$ cat config.mk
export PLATFORM = sky130hd
export DESIGN_NAME = float_to_linear
export DESIGN_NICKNAME = d
export VERILOG_FILES = /design/src/rtl/fp_pkg.sv /design/src/rtl/float_to_linear.sv
export SDC_FILE = /design/constraint.sdc
export NUM_CORES = 1
export LEC_CHECK = 0
export BUFFER_PORTS_ARGS = -buffer_cell sky130_fd_sc_hd__buf_2
export CAP_MARGIN = 20
export CORE_ASPECT_RATIO = 2
export CORE_UTILIZATION = 40
export CTS_BUF_LIST = sky130_fd_sc_hd__clkbuf_4 sky130_fd_sc_hd__clkbuf_8
export DETAILED_ROUTE_END_ITERATION = 10
export GPL_TIMING_DRIVEN = 0
export PLACE_DENSITY = 0.67
export SYNTH_ARGS = -nofsm -noshare
export SYNTH_HDL_FRONTEND = slang
export SYNTH_SLANG_ARGS = --single-unit
$ cat constraint.sdc
create_clock -name clk -period 4.3 [get_ports clk]
set_input_delay 0.43 -clock clk [delete_from_list [all_inputs] [get_ports clk]]
set_output_delay 0.43 -clock clk [all_outputs]
set_load 0.02 [all_outputs]
$ cat src/rtl/fp_pkg.sv
// Shared constants and types for the 8-bit float <-> 12-bit linear FP datapath.
// Used by both the linear-to-float encoder and the float-to-linear decoder.
package fp_pkg;

  localparam int FP_EXP_W  = 3;
  localparam int FP_MANT_W = 4;
  localparam int FP_W      = 8;
  localparam int DEC_W     = 12;
  localparam int MAG_W     = 11;

  // Field positions inside the 8-bit code {sign, exp[2:0], mant[3:0]}
  localparam int FP_SIGN_BIT = 7;
  localparam int FP_EXP_MSB  = 6;
  localparam int FP_EXP_LSB  = 4;
  localparam int FP_MANT_MSB = 3;
  localparam int FP_MANT_LSB = 0;

  typedef enum logic [1:0] {
    IDLE  = 2'd0,
    SHIFT = 2'd1,
    SIGN  = 2'd2,
    HOLD  = 2'd3
  } state_e;

endpackage

$ cat src/rtl/float_to_linear.sv
// Iterative decoder: 8-bit float code {sign, exp, mant} -> 12-bit two's-complement
// value (mant << exp, sign applied last). One conversion in flight at a time.
module float_to_linear
  import fp_pkg::*;
(
  input  logic             clk,
  input  logic             rst,
  input  logic             in_valid,
  output logic             in_ready,
  input  logic [FP_W-1:0]  in_fp,
  output logic             out_valid,
  input  logic             out_ready,
  output logic [DEC_W-1:0] out_dec,
  output logic             busy
);

  state_e               state_q, state_d;
  logic                 sign_q, sign_d;
  logic [FP_EXP_W-1:0]  cnt_q, cnt_d;
  logic [MAG_W-1:0]     mag_q, mag_d;
  logic                 out_valid_q, out_valid_d;
  logic [DEC_W-1:0]     out_dec_q, out_dec_d;

  always_ff @(posedge clk or posedge rst) begin
    if (rst) begin
      state_q     <= IDLE;
      sign_q      <= 1'b0;
      cnt_q       <= '0;
      mag_q       <= '0;
      out_valid_q <= 1'b0;
      out_dec_q   <= '0;
    end else begin
      state_q     <= state_d;
      sign_q      <= sign_d;
      cnt_q       <= cnt_d;
      mag_q       <= mag_d;
      out_valid_q <= out_valid_d;
      out_dec_q   <= out_dec_d;
    end
  end

  always_comb begin
    state_d     = state_q;
    sign_d      = sign_q;
    cnt_d       = cnt_q;
    mag_d       = mag_q;
    out_valid_d = out_valid_q;
    out_dec_d   = out_dec_q;
    unique case (state_q)
      IDLE: begin
        if (in_valid) begin
          sign_d  = in_fp[FP_SIGN_BIT];
          cnt_d   = in_fp[FP_EXP_MSB:FP_EXP_LSB];
          mag_d   = {{(MAG_W-FP_MANT_W){1'b0}}, in_fp[FP_MANT_MSB:FP_MANT_LSB]};
          state_d = SHIFT;
        end
      end
      SHIFT: begin
        if (cnt_q != '0) begin
          mag_d = mag_q << 1;
          cnt_d = cnt_q - 1'b1;
        end else begin
          state_d = SIGN;
        end
      end
      SIGN: begin
        // Max magnitude 0x780 fits in 11 bits, so the 12-bit negate never overflows
        out_dec_d   = sign_q ? (~{1'b0, mag_q} + DEC_W'(1)) : {1'b0, mag_q};
        out_valid_d = 1'b1;
        state_d     = HOLD;
      end
      HOLD: begin
        if (out_ready) begin
          out_valid_d = 1'b0;
          state_d     = IDLE;
        end
      end
      default: state_d = IDLE;
    endcase
  end

  assign in_ready  = (state_q == IDLE);
  assign busy      = (state_q != IDLE);
  assign out_valid = out_valid_q;
  assign out_dec   = out_dec_q;

endmodule

## Word-level counts from Yosys, hierarchy flattened

Index checks and enable logic that the tools add are counted.

- Reduce and logical (&&, ||, !) cells: 9
- $add $sub $neg: 2
- Mux-type cells: 13
- Equality and inequality tests: 7
- Bitwise operators: 1

Operator list:

| cell | count |
|---|---|
| $mux 11 | 2 |
| $pmux 11 s2 | 1 |
| $add 12x1->12 const B | 1 |
| $mux 12 | 1 |
| $not 11->12 | 1 |
| $ne 2x2->1 const B | 4 |
| $pmux 2 s4 | 1 |
| $mux 2 | 3 |
| $mux 3 | 2 |
| $pmux 3 s2 | 1 |
| $reduce_and 3->1 | 2 |
| $reduce_bool 2->1 | 3 |
| $eq 2x2->1 const B | 2 |
| $reduce_and 2->1 | 2 |
| $reduce_bool 3->1 | 1 |
| $sub 3x1->3 const B | 1 |
| $eq 2x1->1 const B | 1 |
| $logic_not 2->1 | 1 |
| $pmux 1 s2 | 1 |
| $mux 1 | 1 |

- Output and inout bits: 15
- Register bits after elaboration: 30

## Depth between registers and ports, before layout

- Depth in word-level cells: 3
- Mapped depth: 7

## Least setup slack after synthesis

No wires, ideal clock.

- Path type: reg2reg
- From: register state_q[0]
- To: register cnt_q[2]
- Stages on the path, launching flop included: 7
- Path buffers: 1
- Period minus slack after synthesis: 1,890 ps
- Arrival: 1,811 ps
- Slack: 2,410 ps
- Path through: dfrtp_1 -> inv_1 -> ha_1 -> nor2b_1 -> a211oi_2 -> buf_2 -> mux2i_1

- Cells in the longest elaborated chain, start to end: 3
- Elaborated cells between the ends (all ways): 7
- Classes of those cells: eq/ne: 3; mux: 1; reduce/logical: 3

Ends and longest elaborated chain:

| element | RTL line | source |
|---|---|---|
| from (decl) | float_to_linear.sv:17 | `state_e state_q, state_d;` |
| from (signal assigned) | float_to_linear.sv:33 | `state_q <= state_d;` |
| $logic_not 2->1 (*) | n/a |  |
| via in_ready | float_to_linear.sv:9 | `output logic in_ready,` |
| $ne 2x2->1 (no line) / $reduce_bool 2->1 (equally long branches) | n/a |  |
| $reduce_and 3->1 (no line) | n/a |  |
| to (signal assigned) | float_to_linear.sv:35 | `cnt_q <= cnt_d;` |
| to (decl) | float_to_linear.sv:19 | `logic [FP_EXP_W-1:0] cnt_q, cnt_d;` |

The timed path passes the listed nets; every way through them passes the cells marked *.
A chain may end at the register's enable or synchronous reset.

## Worst setup path in the final report

- From: register state_q[0]
- To: register mag_q[10]

- Cells in the longest elaborated chain, start to end: 3
- Elaborated cells between the ends (all ways): 7
- Classes of those cells: eq/ne: 3; mux: 1; reduce/logical: 3

Ends and longest elaborated chain:

| element | RTL line | source |
|---|---|---|
| $eq 2x1->1 / $logic_not 2->1 (equally long branches) | float_to_linear.sv:49 | `unique case (state_q)` |
| $ne 2x2->1 (no line) / $reduce_bool 2->1 (equally long branches) | n/a |  |
| $reduce_and 3->1 (no line) | n/a |  |
| to (signal assigned) | float_to_linear.sv:36 | `mag_q <= mag_d;` |
| to (decl) | float_to_linear.sv:20 | `logic [MAG_W-1:0] mag_q, mag_d;` |

Several ways; a longest one is shown, not always the timed one.

==> load_flow_metrics.sql <==
INSERT INTO impl_metrics (metric_group, metric, value, unit) VALUES
('synthesis', 'synthMostInstantiatedCell', 'dfrtp_1', ''),
('finish', 'fin_nets', '224', ''),
('pwr', 'p_leak', '0.944', 'nW'),
('sta', 'post-route-period-util', '49.9', '%'),
('clock_network', 'cts_root_buf', 'clkbuf_8', ''),
('place', 'place.detailed.hpwl', '2820', 'microns'),
('synthesis', 'synth_enable_flop_cells', '0', ''),
('pwr', 'pwr_density_cell', '785', 'nW/um^2'),
('setup_path', 'worstPathArrival', '2340', 'ps'),
('route', 'drt_iter0_drc', '27', ''),
('worst_hold_path', 'worst_hold_path_type', 'input pin to async pin', ''),
('global_route', 'globalRoute.totalOverflow', '0', ''),
('route', 'detail_route.wl_per_cell', '14.2', 'microns'),
('sta', 'grt_setup_unrepaired', 'no', ''),
('clock_network', 'tritoncts', 'built', ''),
('die', 'boundaryPins', '27', ''),
('synthesis', 'yosys-top-cells-count', '30 x dfrtp_1, 22 x inv_1, 15 x mux2i_1', ''),
('status', 'run_status', 'complete, no violations', ''),
('synthesis', 'postSynthRegisterBits', '30', ''),
('sta', 'worst_slew_margin_rel', '57.5', '%'),
('finish', 'synthToLayoutAreaGrowth', '18.6', '%'),
('die', 'fp.dieH', '94.4', 'microns'),
('route', 'antenna_left', '0', ''),
('synthesis', 'post_synthesis_sequential_area_ratio', '43.9', '%'),
('setup_path', 'worst_setup_path_start_kind', 'flop', ''),
('flow_run', 'drv.max_cap_violation_count', '0', ''),
('sta', 'fmax', '466', 'MHz'),
('global_route', 'grt_pass1_wl', '5870', 'microns'),
('global_route', 'track_usage', '18.3', '%'),
('setup_path', 'r2r_slack', '2160', 'ps'),
('clock_network', 'cts_buffers', '5', ''),
('sta', 'worst-slew-pin-transition', '628', 'ps'),
('die', 'die_width', '48.2', 'microns'),
('finish', 'post_route_cells_drive_above_1_share', '24.4', '%'),
('sta', 'final.setup_skew', '6.91', 'ps'),
('finish', 'design_area', '2030', 'sq um'),
('route', 'finalWirelength', '3640', 'microns'),
('synthesis', 'synth.top_cell.area_share', '43.9', '%'),
('synthesis', 'yosys_most_used_dff', 'dfrtp_1', ''),
('synthesis', 'combined_area_of_all_synthesized_cells', '1710', 'sq um'),
('clock_network', 'reg_clk_slew_reported_paths', '70', 'ps'),
('sta', 'timing.hold.ws', '170', 'ps'),
('synthesis', 'syn-num-nets', '190', ''),
('clock_network', 'cts_resized', '0', ''),
('sta', 'min_period', '2140', 'ps'),
('clock_network', 'htree_num_levels', '2', ''),
('setup_path', 'required', '4490', 'ps'),
('global_route', 'grt_max_degree', '21', ''),
('setup_path', 'critical_path_class', 'flop to flop', ''),
('place', 'placed_cell_area', '1930', 'sq um'),
('die', 'starting_utilization_of_the_core_area', '41.8', '%'),
('setup_path', 'crit_path_max_fanout', '10', ''),
('setup_path', 'endpoint_kind', 'flop', ''),
('die', 'placementRows', '33', ''),
('global_route', 'antenna_found_initial', '0', ''),
('sta', 'finalHoldViolCount', '0', ''),
('route', 'dr.pass1.iters', '4', ''),
('synthesis', 'synth.avg_cell_area', '10.1', 'sq um'),
('synthesis', 'post-synth-top-area-cell', 'dfrtp_1', ''),
('clock_network', 'hold_buf_cts', '0', ''),
('die', 'fp.dieArea', '4550', 'sq um'),
('synthesis', 'synthDistinctLibCells', '41', ''),
('finish', 'fillerInstances', '391', ''),
('route', 'route.detailed.drc', '0', ''),
('finish', 'antenna-diode-count', '0', ''),
('setup_path', 'reg2reg_depth', '6', ''),
('clock_network', 'clock_latency_late_sink', '280', 'ps'),
('sta', 'setup_viol', '0', ''),
('synthesis', 'synthArstFlopShare', '100', '%'),
('place', 'numPortBuffers', '26', ''),
('sta', 'setup_tns', '0', 'ps'),
('route', 'vias_per_cell', '5.44', ''),
('sta', 'finalMaxSlewViolations', '0', ''),
('place', 'gp_congestion', '0.894', ''),
('die', 'core_area', '4090', 'sq um'),
('pwr', 'ir_drop', '0.410', 'mV'),
('clock_network', 'maximum_root_to_sink_buffer_count', '2', ''),
('route', 'vias', '1397', ''),
('clock_network', 'post_cts_setup_buffer_count', '0', ''),
('synthesis', 'post_synth_main_area_contributors', 'dfrtp_1 44%, mux2i_1 8.8%, ha_1 5.9%', ''),
('synthesis', 'postSynthCellCount', '170', ''),
('global_route', 'first_global_vias', '1332', ''),
('synthesis', 'yosysWarningCount', '0', ''),
('clock_network', 'clock_sinks', '30', '');
[cells in the final DEF (no fill, tap or decap), types with 6 or more instances in the layout]
master | synthesis | layout
mux2_2 | 7 | 7
inv_1 | 22 | 22
dfrtp_1 | 30 | 30
nor2_1 | 7 | 7
mux2i_1 | 15 | 15
buf_2 | 3 | 29
clkbuf_8 | 0 | 6
nor2b_1 | 6 | 6
nand2_1 | 12 | 12
ha_1 | 8 | 8
[critical path: stages (launching register included)]
cell and delay (ps):
dfrtp_1 370, inv_1 100, ha_1 290, nor2b_1 180, a211oi_2 470, buf_2 390, mux2i_1 260
[worst paths after layout]
kind                             from          to
hold reg to reg             out_valid   out_valid
max in group asynchronous         rst    cnt_q[0]
setup / recovery           state_q[0]   mag_q[10]
setup reg to reg           state_q[0]   mag_q[10]
min in group clk             in_fp[7]      sign_q
hold / removal                    rst  out_dec[1]
[registers in the layout, indices dropped and copies added (netlist names)]
register,cells
cnt_q,3
sign_q,1
out_dec,12
mag_q,11
state_q,2
out_valid,1
[stage by stage]
step	total power [mW]	utilization (%)	std cells	setup WS [ps]
after floorplan	1.14	-	170	2410
after global placement	1.35	46.6	248	2180
after detailed placement	1.36	47.3	249	2130
after CTS	1.61	49.6	257	2100
after global routing	1.72	49.6	257	1990
final	1.59	49.6	257	2160
[power breakdown]
| part | total (mW) | internal (mW) | switching (mW) |
|---|---|---|---|
| Sequential | 0.462 | 0.398 | 0.0639 |
| Combinational | 0.890 | 0.370 | 0.520 |
| Clock | 0.240 | 0.135 | 0.105 |
[logic make-up after synthesis]
| group | share of synthesized area, % |
|---|---|
| adder cells (fa/ha/maj) | 5.86 |
| AND/OR/NAND/NOR | 17.6 |
| XOR/XNOR | 1.03 |
| AO/OA/AOI/OAI | 10.8 |
| multiplexers | 13.4 |
| buffers and inverters | 7.47 |
| flip-flops | 43.9 |
[final cells by class]
cell class,instances,area (sq um),area share [%]
sequential,30,751,37.0
tap,52,65.1,3.21
buffer,9,45.0,2.22
inverter,22,82.6,4.07
clock inverter,1,5.00,0.247
timing repair buffer,27,158,7.78
multi-input combinational,109,831,41.0
clock buffer,7,90.1,4.44
[layer usage]
metal,up-vias,wire [microns],part of all wire [%],track usage [%]
met1,670,1360,37,19.2
met5,-,0,0,0
li1,679,-,-,-
met2,34,2040,56,30.6
met3,14,91,2.5,3.63
met4,0,146,4.0,11.8
(Power assumes the default switching activity.)
